==> config.mk <==
export PLATFORM = sky130hd
export DESIGN_NAME = axi_llc_way_sched
export DESIGN_NICKNAME = d
export VERILOG_FILES = /design/src/rtl/axi_llc_pkg.sv /design/src/rtl/fifo_v3.sv /design/src/rtl/axi_llc_way_sched.sv
export SDC_FILE = /design/constraint.sdc
export NUM_CORES = 1
export LEC_CHECK = 0
export CAP_MARGIN = 10
export CORE_ASPECT_RATIO = 1.2
export CORE_MARGIN = 5
export CORE_UTILIZATION = 37
export DETAILED_ROUTE_END_ITERATION = 7
export GPL_TIMING_DRIVEN = 0
export PLACE_DENSITY = 0.95
export SYNTH_ARGS = -nofsm -noshare
export SYNTH_HDL_FRONTEND = slang
export SYNTH_SLANG_ARGS = --single-unit
==> constraint.sdc <==
create_clock -name clk_i -period 9.7 [get_ports clk_i]
set_input_delay 1.94 -clock clk_i [delete_from_list [all_inputs] [get_ports clk_i]]
set_output_delay 1.94 -clock clk_i [all_outputs]
set_load 0.02 [all_outputs]
==> src/rtl/axi_llc_pkg.sv <==
// -----------------------------------------------------------------------------
// axi_llc_pkg
// Shared LLC definitions: static configuration record, data-way request and
// response payloads, requesting-unit indices and a block-offset helper.
// Macros: none.
// -----------------------------------------------------------------------------
package axi_llc_pkg;

    // Requesting unit indices into the way scheduler.
    localparam int unsigned EvictUnit  = 0;
    localparam int unsigned RefillUnit = 1;
    localparam int unsigned ReadUnit   = 2;
    localparam int unsigned WriteUnit  = 3;

    // Physical width of the block-offset field; the configured
    // BlockOffsetLength selects how many of its low bits are significant.
    localparam int unsigned BlockOffsetWidth = 4;

    typedef struct packed {
        logic [31:0] SetAssociativity;
        logic [31:0] NumLines;
        logic [31:0] NumBlocks;
        logic [31:0] BlockOffsetLength;
    } llc_cfg_t;

    typedef struct packed {
        logic                        we;
        logic [BlockOffsetWidth-1:0] blk_offset;
        logic [7:0]                  data;
    } way_inp_t;

    typedef struct packed {
        logic [7:0] data;
    } way_oup_t;

    // True when the significant offset bits (the low len bits) all equal
    // `ones`. With len = 0 every beat is both first and last of its line.
    function automatic logic blk_offset_is(input logic [BlockOffsetWidth-1:0] ofs,
                                           input logic [31:0]                 len,
                                           input logic                        ones);
        logic r;
        r = 1'b1;
        for (int unsigned i = 0; i < BlockOffsetWidth; i++) begin
            if ((i < len) && (ofs[i] != ones)) begin
                r = 1'b0;
            end
        end
        return r;
    endfunction

endpackage

==> src/rtl/fifo_v3.sv <==
// -----------------------------------------------------------------------------
// fifo_v3
// Synchronous FIFO with optional fall-through.
//   clk_i/rst_ni      clock, asynchronous active-low reset
//   flush_i           drop all contents
//   testmode_i        test-mode strap (no effect in this implementation)
//   full_o/empty_o    status flags, usage_o fill level (wraps when full)
//   data_i/push_i     write side, ignored while full
//   data_o/pop_i      read side, ignored while empty
// Macros: none.
// -----------------------------------------------------------------------------
module fifo_v3 #(
    parameter bit          FALL_THROUGH = 1'b0,
    parameter int unsigned DATA_WIDTH   = 32,
    parameter int unsigned DEPTH        = 8,
    parameter type         dtype        = logic [DATA_WIDTH-1:0],
    parameter int unsigned ADDR_DEPTH   = (DEPTH > 1) ? $clog2(DEPTH) : 1
) (
    input  logic                  clk_i,
    input  logic                  rst_ni,
    input  logic                  flush_i,
    input  logic                  testmode_i,
    output logic                  full_o,
    output logic                  empty_o,
    output logic [ADDR_DEPTH-1:0] usage_o,
    input  dtype                  data_i,
    input  logic                  push_i,
    output dtype                  data_o,
    input  logic                  pop_i
);

    logic [ADDR_DEPTH-1:0] wr_ptr_q, wr_ptr_d, rd_ptr_q, rd_ptr_d;
    logic [ADDR_DEPTH:0]   cnt_q, cnt_d;
    dtype                  mem_q [DEPTH];
    logic                  stored_empty, push_eff, pop_eff, bypass;
    logic                  unused_tm;

    assign unused_tm    = testmode_i;
    assign stored_empty = (cnt_q == '0);
    assign full_o       = (cnt_q == (ADDR_DEPTH+1)'(DEPTH));
    assign empty_o      = stored_empty & ~(FALL_THROUGH & push_i);
    assign usage_o      = cnt_q[ADDR_DEPTH-1:0];
    assign data_o       = (FALL_THROUGH && stored_empty) ? data_i : mem_q[rd_ptr_q];

    assign push_eff = push_i & ~full_o;
    assign pop_eff  = pop_i & ~empty_o;
    // In fall-through mode a push popped in the same cycle never touches storage.
    assign bypass   = FALL_THROUGH & stored_empty & push_eff & pop_eff;

    always_comb begin
        wr_ptr_d = wr_ptr_q;
        rd_ptr_d = rd_ptr_q;
        cnt_d    = cnt_q;
        if (flush_i) begin
            wr_ptr_d = '0;
            rd_ptr_d = '0;
            cnt_d    = '0;
        end else if (!bypass) begin
            if (push_eff) begin
                wr_ptr_d = (wr_ptr_q == ADDR_DEPTH'(DEPTH - 1)) ? '0 : wr_ptr_q + 1'b1;
            end
            if (pop_eff) begin
                rd_ptr_d = (rd_ptr_q == ADDR_DEPTH'(DEPTH - 1)) ? '0 : rd_ptr_q + 1'b1;
            end
            cnt_d = cnt_q + (ADDR_DEPTH+1)'(push_eff) - (ADDR_DEPTH+1)'(pop_eff);
        end
    end

    always_ff @(posedge clk_i or negedge rst_ni) begin
        if (!rst_ni) begin
            wr_ptr_q <= '0;
            rd_ptr_q <= '0;
            cnt_q    <= '0;
        end else begin
            wr_ptr_q <= wr_ptr_d;
            rd_ptr_q <= rd_ptr_d;
            cnt_q    <= cnt_d;
        end
    end

    always_ff @(posedge clk_i) begin
        if (push_eff && !bypass && !flush_i) begin
            mem_q[wr_ptr_q] <= data_i;
        end
    end

endmodule

==> src/rtl/axi_llc_way_sched.sv <==
// -----------------------------------------------------------------------------
// axi_llc_way_sched
// Round-robin scheduler sharing one data-way port among NumUnits requesters.
// Read requests record their unit index in an in-flight ID FIFO so that way
// responses are routed back in order; writes produce no response.
//   clk_i/rst_ni/test_i                     clock, async active-low reset, testmode
//   req_i/req_valid_i/req_ready_o           per-unit way requests
//   way_inp_o/way_inp_valid_o/_ready_i      shared data-way request
//   way_out_i/way_out_valid_i/_ready_o      shared data-way response
//   resp_o/resp_valid_o/resp_ready_i        per-unit responses
// Macros: AXI_LLC_WAY_SCHED_LOCK_EN -- when defined, a line burst (offset 0
// up to offset all-ones) keeps the grant on the issuing unit.
// -----------------------------------------------------------------------------
module axi_llc_way_sched #(
    parameter axi_llc_pkg::llc_cfg_t Cfg         = axi_llc_pkg::llc_cfg_t'('0),
    parameter int unsigned           NumUnits    = 4,
    parameter int unsigned           MaxInFlight = 2,
    parameter type                   way_inp_t   = axi_llc_pkg::way_inp_t,
    parameter type                   way_oup_t   = axi_llc_pkg::way_oup_t
) (
    input  logic                          clk_i,
    input  logic                          rst_ni,
    input  logic                          test_i,
    input  way_inp_t [NumUnits-1:0]       req_i,
    input  logic     [NumUnits-1:0]       req_valid_i,
    output logic     [NumUnits-1:0]       req_ready_o,
    output way_inp_t                      way_inp_o,
    output logic                          way_inp_valid_o,
    input  logic                          way_inp_ready_i,
    input  way_oup_t                      way_out_i,
    input  logic                          way_out_valid_i,
    output logic                          way_out_ready_o,
    output way_oup_t [NumUnits-1:0]       resp_o,
    output logic     [NumUnits-1:0]       resp_valid_o,
    input  logic     [NumUnits-1:0]       resp_ready_i
);

    import axi_llc_pkg::*;

    localparam int unsigned IdW    = (NumUnits > 1) ? $clog2(NumUnits) : 1;
    localparam int unsigned FifoAw = (MaxInFlight > 1) ? $clog2(MaxInFlight) : 1;

    typedef logic [IdW-1:0] id_t;

    id_t                 prio_q, prio_d, gnt_q, gnt_d, gnt, head_id;
    logic                hold_q, hold_d;
    logic                found, grant_ok, inp_hs;
    logic                fifo_full, fifo_empty, fifo_push, fifo_pop;
    logic [NumUnits-1:0] eligible;
    logic [FifoAw-1:0]   unused_usage;
    logic                line_first, line_last;

    assign line_first = blk_offset_is(way_inp_o.blk_offset, Cfg.BlockOffsetLength, 1'b0);
    assign line_last  = blk_offset_is(way_inp_o.blk_offset, Cfg.BlockOffsetLength, 1'b1);

`ifdef AXI_LLC_WAY_SCHED_LOCK_EN
    logic lock_q, lock_d;
    id_t  lock_id_q, lock_id_d;
`else
    logic unused_line;
    assign unused_line = line_first ^ line_last;
`endif

    // Reads are masked out of arbitration while the ID FIFO is full, so a
    // stalled read never blocks a write from another unit.
    always_comb begin
        for (int unsigned i = 0; i < NumUnits; i++) begin
            eligible[i] = req_valid_i[i] & (req_i[i].we | ~fifo_full);
`ifdef AXI_LLC_WAY_SCHED_LOCK_EN
            if (lock_q && (id_t'(i) != lock_id_q)) begin
                eligible[i] = 1'b0;
            end
`endif
        end
    end

    always_comb begin
        int unsigned idx;
        idx   = 0;
        gnt   = prio_q;
        found = 1'b0;
        if (hold_q) begin
            gnt   = gnt_q;
            found = 1'b1;
        end else begin
            for (int unsigned k = 0; k < NumUnits; k++) begin
                idx = (32'(prio_q) + k) % NumUnits;
                if (!found && eligible[idx]) begin
                    gnt   = id_t'(idx);
                    found = 1'b1;
                end
            end
        end
    end

    assign grant_ok        = req_i[gnt].we | ~fifo_full;
    assign way_inp_o       = req_i[gnt];
    assign way_inp_valid_o = found & req_valid_i[gnt] & grant_ok;
    assign inp_hs          = way_inp_valid_o & way_inp_ready_i;

    always_comb begin
        req_ready_o = '0;
        if (way_inp_valid_o) begin
            req_ready_o[gnt] = way_inp_ready_i;
        end
    end

    assign fifo_push = inp_hs & ~way_inp_o.we;
    assign hold_d    = way_inp_valid_o & ~way_inp_ready_i;
    assign gnt_d     = gnt;
    assign prio_d    = inp_hs ? id_t'((32'(gnt) + 32'd1) % NumUnits) : prio_q;

`ifdef AXI_LLC_WAY_SCHED_LOCK_EN
    always_comb begin
        lock_d    = lock_q;
        lock_id_d = lock_id_q;
        if (inp_hs) begin
            if (lock_q) begin
                if (line_last) begin
                    lock_d = 1'b0;
                end
            end else if (line_first && !line_last) begin
                lock_d    = 1'b1;
                lock_id_d = gnt;
            end
        end
    end
`endif

    // Response routing follows the ID at the FIFO head.
    assign way_out_ready_o = resp_ready_i[head_id] & ~fifo_empty;
    assign fifo_pop        = way_out_valid_i & way_out_ready_o;

    always_comb begin
        resp_valid_o = '0;
        for (int unsigned i = 0; i < NumUnits; i++) begin
            resp_o[i] = way_out_i;
        end
        if (!fifo_empty) begin
            resp_valid_o[head_id] = way_out_valid_i;
        end
    end

    always_ff @(posedge clk_i or negedge rst_ni) begin
        if (!rst_ni) begin
            prio_q    <= '0;
            gnt_q     <= '0;
            hold_q    <= 1'b0;
`ifdef AXI_LLC_WAY_SCHED_LOCK_EN
            lock_q    <= 1'b0;
            lock_id_q <= '0;
`endif
        end else begin
            prio_q    <= prio_d;
            gnt_q     <= gnt_d;
            hold_q    <= hold_d;
`ifdef AXI_LLC_WAY_SCHED_LOCK_EN
            lock_q    <= lock_d;
            lock_id_q <= lock_id_d;
`endif
        end
    end

    fifo_v3 #(
        .FALL_THROUGH (1'b0),
        .DEPTH        (MaxInFlight),
        .dtype        (id_t)
    ) i_id_fifo (
        .clk_i      (clk_i),
        .rst_ni     (rst_ni),
        .flush_i    (1'b0),
        .testmode_i (test_i),
        .full_o     (fifo_full),
        .empty_o    (fifo_empty),
        .usage_o    (unused_usage),
        .data_i     (gnt),
        .push_i     (fifo_push),
        .data_o     (head_id),
        .pop_i      (fifo_pop)
    );

`ifndef SYNTHESIS
    // A response with no outstanding read has no destination.
    a_resp_without_id: assert property (@(posedge clk_i) disable iff (!rst_ni)
        !(way_out_valid_i && fifo_empty));
`endif

endmodule

==> results.json <==
{
  "switching_share_pct": 49.31,
  "path_cells": "clkdlybuf4s50_1 > or3b_1 > and2_1 > or3_1 > a211o_1 > o211ai_2 > inv_2 > clkbuf_1 > and3_1 > a31oi_1 > clkdlybuf4s50_1",
  "max-slew-margin-rel_pct": 60.89,
  "via_per_inst": 5.038,
  "ys_types": 45,
  "power.density_nw_per_um2": 322.6,
  "reg2reg_depth": 11,
  "post_cts.repair.setup_buffers": 0,
  "path_delay_family": "buffers and inverters",
  "synth_top_area_share_pct": 14.69,
  "synth_area_leaders": "buf_4, dfrtp_1, nand2_1",
  "syn2layout_area_growth_pct": 79.27,
  "htree_levels": 1,
  "clock_skew_ps": 4.684,
  "core-area_um2": 4262,
  "async_reset_ff_share_pct": 69.23,
  "drc": 0,
  "finalCritPeriodShare_pct": 74.07,
  "root_buffer": "clkbuf_8",
  "yosysWarningCount": 0,
  "worstPathMaxFanout": 13,
  "first_iter_violations": 77,
  "endpoint_kind": "primary output",
  "pre_cts_slack_ps": 2494,
  "grt_util_all_layers_pct": 19.72,
  "maxCapViolCount": 0,
  "finalSetupViolations": 0,
  "yosysMostFrequentCell": "nand2_1",
  "crit_arrival_ps": 5240,
  "r2r_setup_slack_ps": 6590,
  "rows": 26,
  "holdBufCountCts": 0,
  "critPathLaunchType": "input pin",
  "grt_pass1_wl_mm": 9.604,
  "clk_latency_ps": 240,
  "ctsLongestPathBuffers": 2,
  "rsz0062_at_grt": "false",
  "p_leak_nw": 1.309,
  "finalCriticalPeriod_ps": 7185,
  "crit_type": "input pin to primary output",
  "hp-class": "flip-flop to flip-flop",
  "initial_core_util_pct": 38.37,
  "synth_top_cell_by_area": "buf_4",
  "fmax_mhz": 139.2,
  "finalHoldViolations": 0,
  "worst_slew_pin_slew_ps": 586.6,
  "firstDrtPassIters": 4,
  "dieHeight_um": 82.83,
  "grt_overflow": 0,
  "cts_buffers": 3,
  "die_w_um": 70.69,
  "synth_fp_nets": 294,
  "gp_congestion": 0.8978,
  "combPwrFrac_pct": 83.7,
  "syn_inst": 217,
  "hold_depth": 1,
  "antenna_cells": 0,
  "whs_ps": 487.4,
  "io_buffers": 118,
  "io_pins": 128,
  "synth-main-ff-cell": "dfrtp_1",
  "cts.reportedPaths.clkPinSlew_ps": 50,
  "drive_gt1_share_pct": 14.75,
  "p_sw_w": 0.0004664,
  "synth_seq_cells": 13,
  "ys_seq_area_share_pct": 21.12,
  "cts_resized": 0,
  "grt_pass1_vias": 2121,
  "ir_drop_uv": 179.0,
  "cpMostUsedCell": "clkdlybuf4s50_1",
  "critPathMaxStageDelay_ps": 630,
  "cts_tree": "yes",
  "whs_endpoint": "i_id_fifo.wr_ptr_q$_DFFE_PN0N_",
  "pwr-share-clk_pct": 4.9,
  "timing.rr.end": "i_id_fifo.cnt_q[1]$_DFF_PN0_",
  "avgRoutedWirePerCell_um": 14.85,
  "power_w": 0.0009457,
  "tns_ps": 0,
  "required_ps": 7760,
  "p_int_w": 0.0004793,
  "dp_hpwl_mm": 5.022,
  "critPathBufInv": 4,
  "postRouteAntennaNets": 0,
  "route.vias.total": 1990,
  "die_area_um2": 5855,
  "avgSynthCellArea_um2": 7.536,
  "hold_start": "i_id_fifo.wr_ptr_q$_DFFE_PN0N_",
  "synthTopCellsByCount": "nand2_1, buf_4, and3_1",
  "setup_slack_ps": 2515,
  "status": "complete, no violations",
  "timing.rr.start": "i_id_fifo.cnt_q[0]$_DFF_PN0_",
  "layout.nets": 417,
  "pwr-share-seq_pct": 11.4,
  "grt_max_degree": 14,
  "antenna_found_initial": 0,
  "wirelength_mm": 5.867,
  "crit_slowest_cell": "clkdlybuf4s50_1",
  "drv_slew": 0,
  "synth_edf_count": 4,
  "crit_start": "req_i[38]",
  "synth_area_um2": 1635,
  "cts.sinks": 13
}
[power groups by stage]
stage	sequential (W)	clock [W]	combinational (W)
3_5_place_dp	0.000109	0	0.000794
4_1_cts	0.000108	0.0000476	0.000797
3_3_place_gp	0.000107	0	0.000778
5_1_grt	0.000112	0.0000500	0.000868
2_1_floorplan	0.000103	0	0.000493
6_report	0.000108	0.0000460	0.000792
[worst reg2reg max path, stage by stage, from the launching register on]
cell and delay (ps):
dfrtp_1 430, or3b_1 450, and2_1 220, or3_1 310, a211o_1 310, o211ai_2 220, mux2_2 430, nand3_2 110
inv_2 40, ha_1 180, xnor2_1 170, xnor2_1 150
[metal layers]
| layer | vias to the layer above | GRT usage, % | wire (um) |
|---|---|---|---|
| li1 | 962 | - | - |
| met1 | 925 | 19.17 | 1977 |
| met2 | 83 | 38.65 | 3305 |
| met3 | 20 | 4.952 | 386 |
| met4 | 0 | 7.179 | 198 |
| met5 | - | 0 | 0 |
[per-stage QoR]
stage / util, % / area [um^2] / instances
4_1_cts: 68.79 / 2932 / 395
3_5_place_dp: 67.73 / 2887 / 391
2_1_floorplan: - / 1635 / 217
5_1_grt: 68.79 / 2932 / 395
6_report: 68.79 / 2932 / 395
3_3_place_gp: 67.73 / 2887 / 391
[registers in the layout, indices dropped and copies added, names as in the netlist]
register / flops
i_id_fifo.cnt_q: 2
i_id_fifo.mem_q: 4
hold_q: 1
i_id_fifo.wr_ptr_q: 1
gnt_q: 2
prio_q: 2
i_id_fifo.rd_ptr_q: 1
[layout make-up]
type	instances	area [um^2]
Multi-Input combinational cell	153	960.9
Sequential cell	13	345.3
Timing Repair Buffer	118	1181
Fill cell	339	1330
Inverter	10	37.54
Buffer	41	291.5
Tap cell	56	70.07
Clock buffer	4	45.04
[logic make-up after synthesis]
logic type / synth area share [%]
XOR/XNOR: 2.143
AO/OA/AOI/OAI: 13.70
multiplexers: 11.09
adder cells (fa/ha/maj): 3.061
flip-flops: 21.12
buffers and inverters: 20.12
AND/OR/NAND/NOR: 28.77
[worst max-delay path by stage]
stage	end	depth (start not counted)	slack, ps
after floorplan	req_ready_o[0]	9	3600
after global placement	way_inp_o[1]	11	2510
after detailed placement	way_inp_o[4]	11	2490
after CTS	way_inp_o[4]	11	2490
after global routing	way_inp_o[1]	11	2250
final	way_inp_o[4]	11	2520
[cells in the final DEF (no fill, tap or decap), types with 4 or more instances in the layout]
master and n:
and2_1 7, nor2_1 4, clkbuf_1 6, nand2_1 56
a21oi_1 4, edfxtp_1 4, ha_1 4, buf_4 32
dfrtp_1 9, a31oi_1 13, inv_1 7, mux2i_1 11
clkdlybuf4s50_1 118, and3_1 16
No activity file was read; power rests on OpenSTA's default activity.
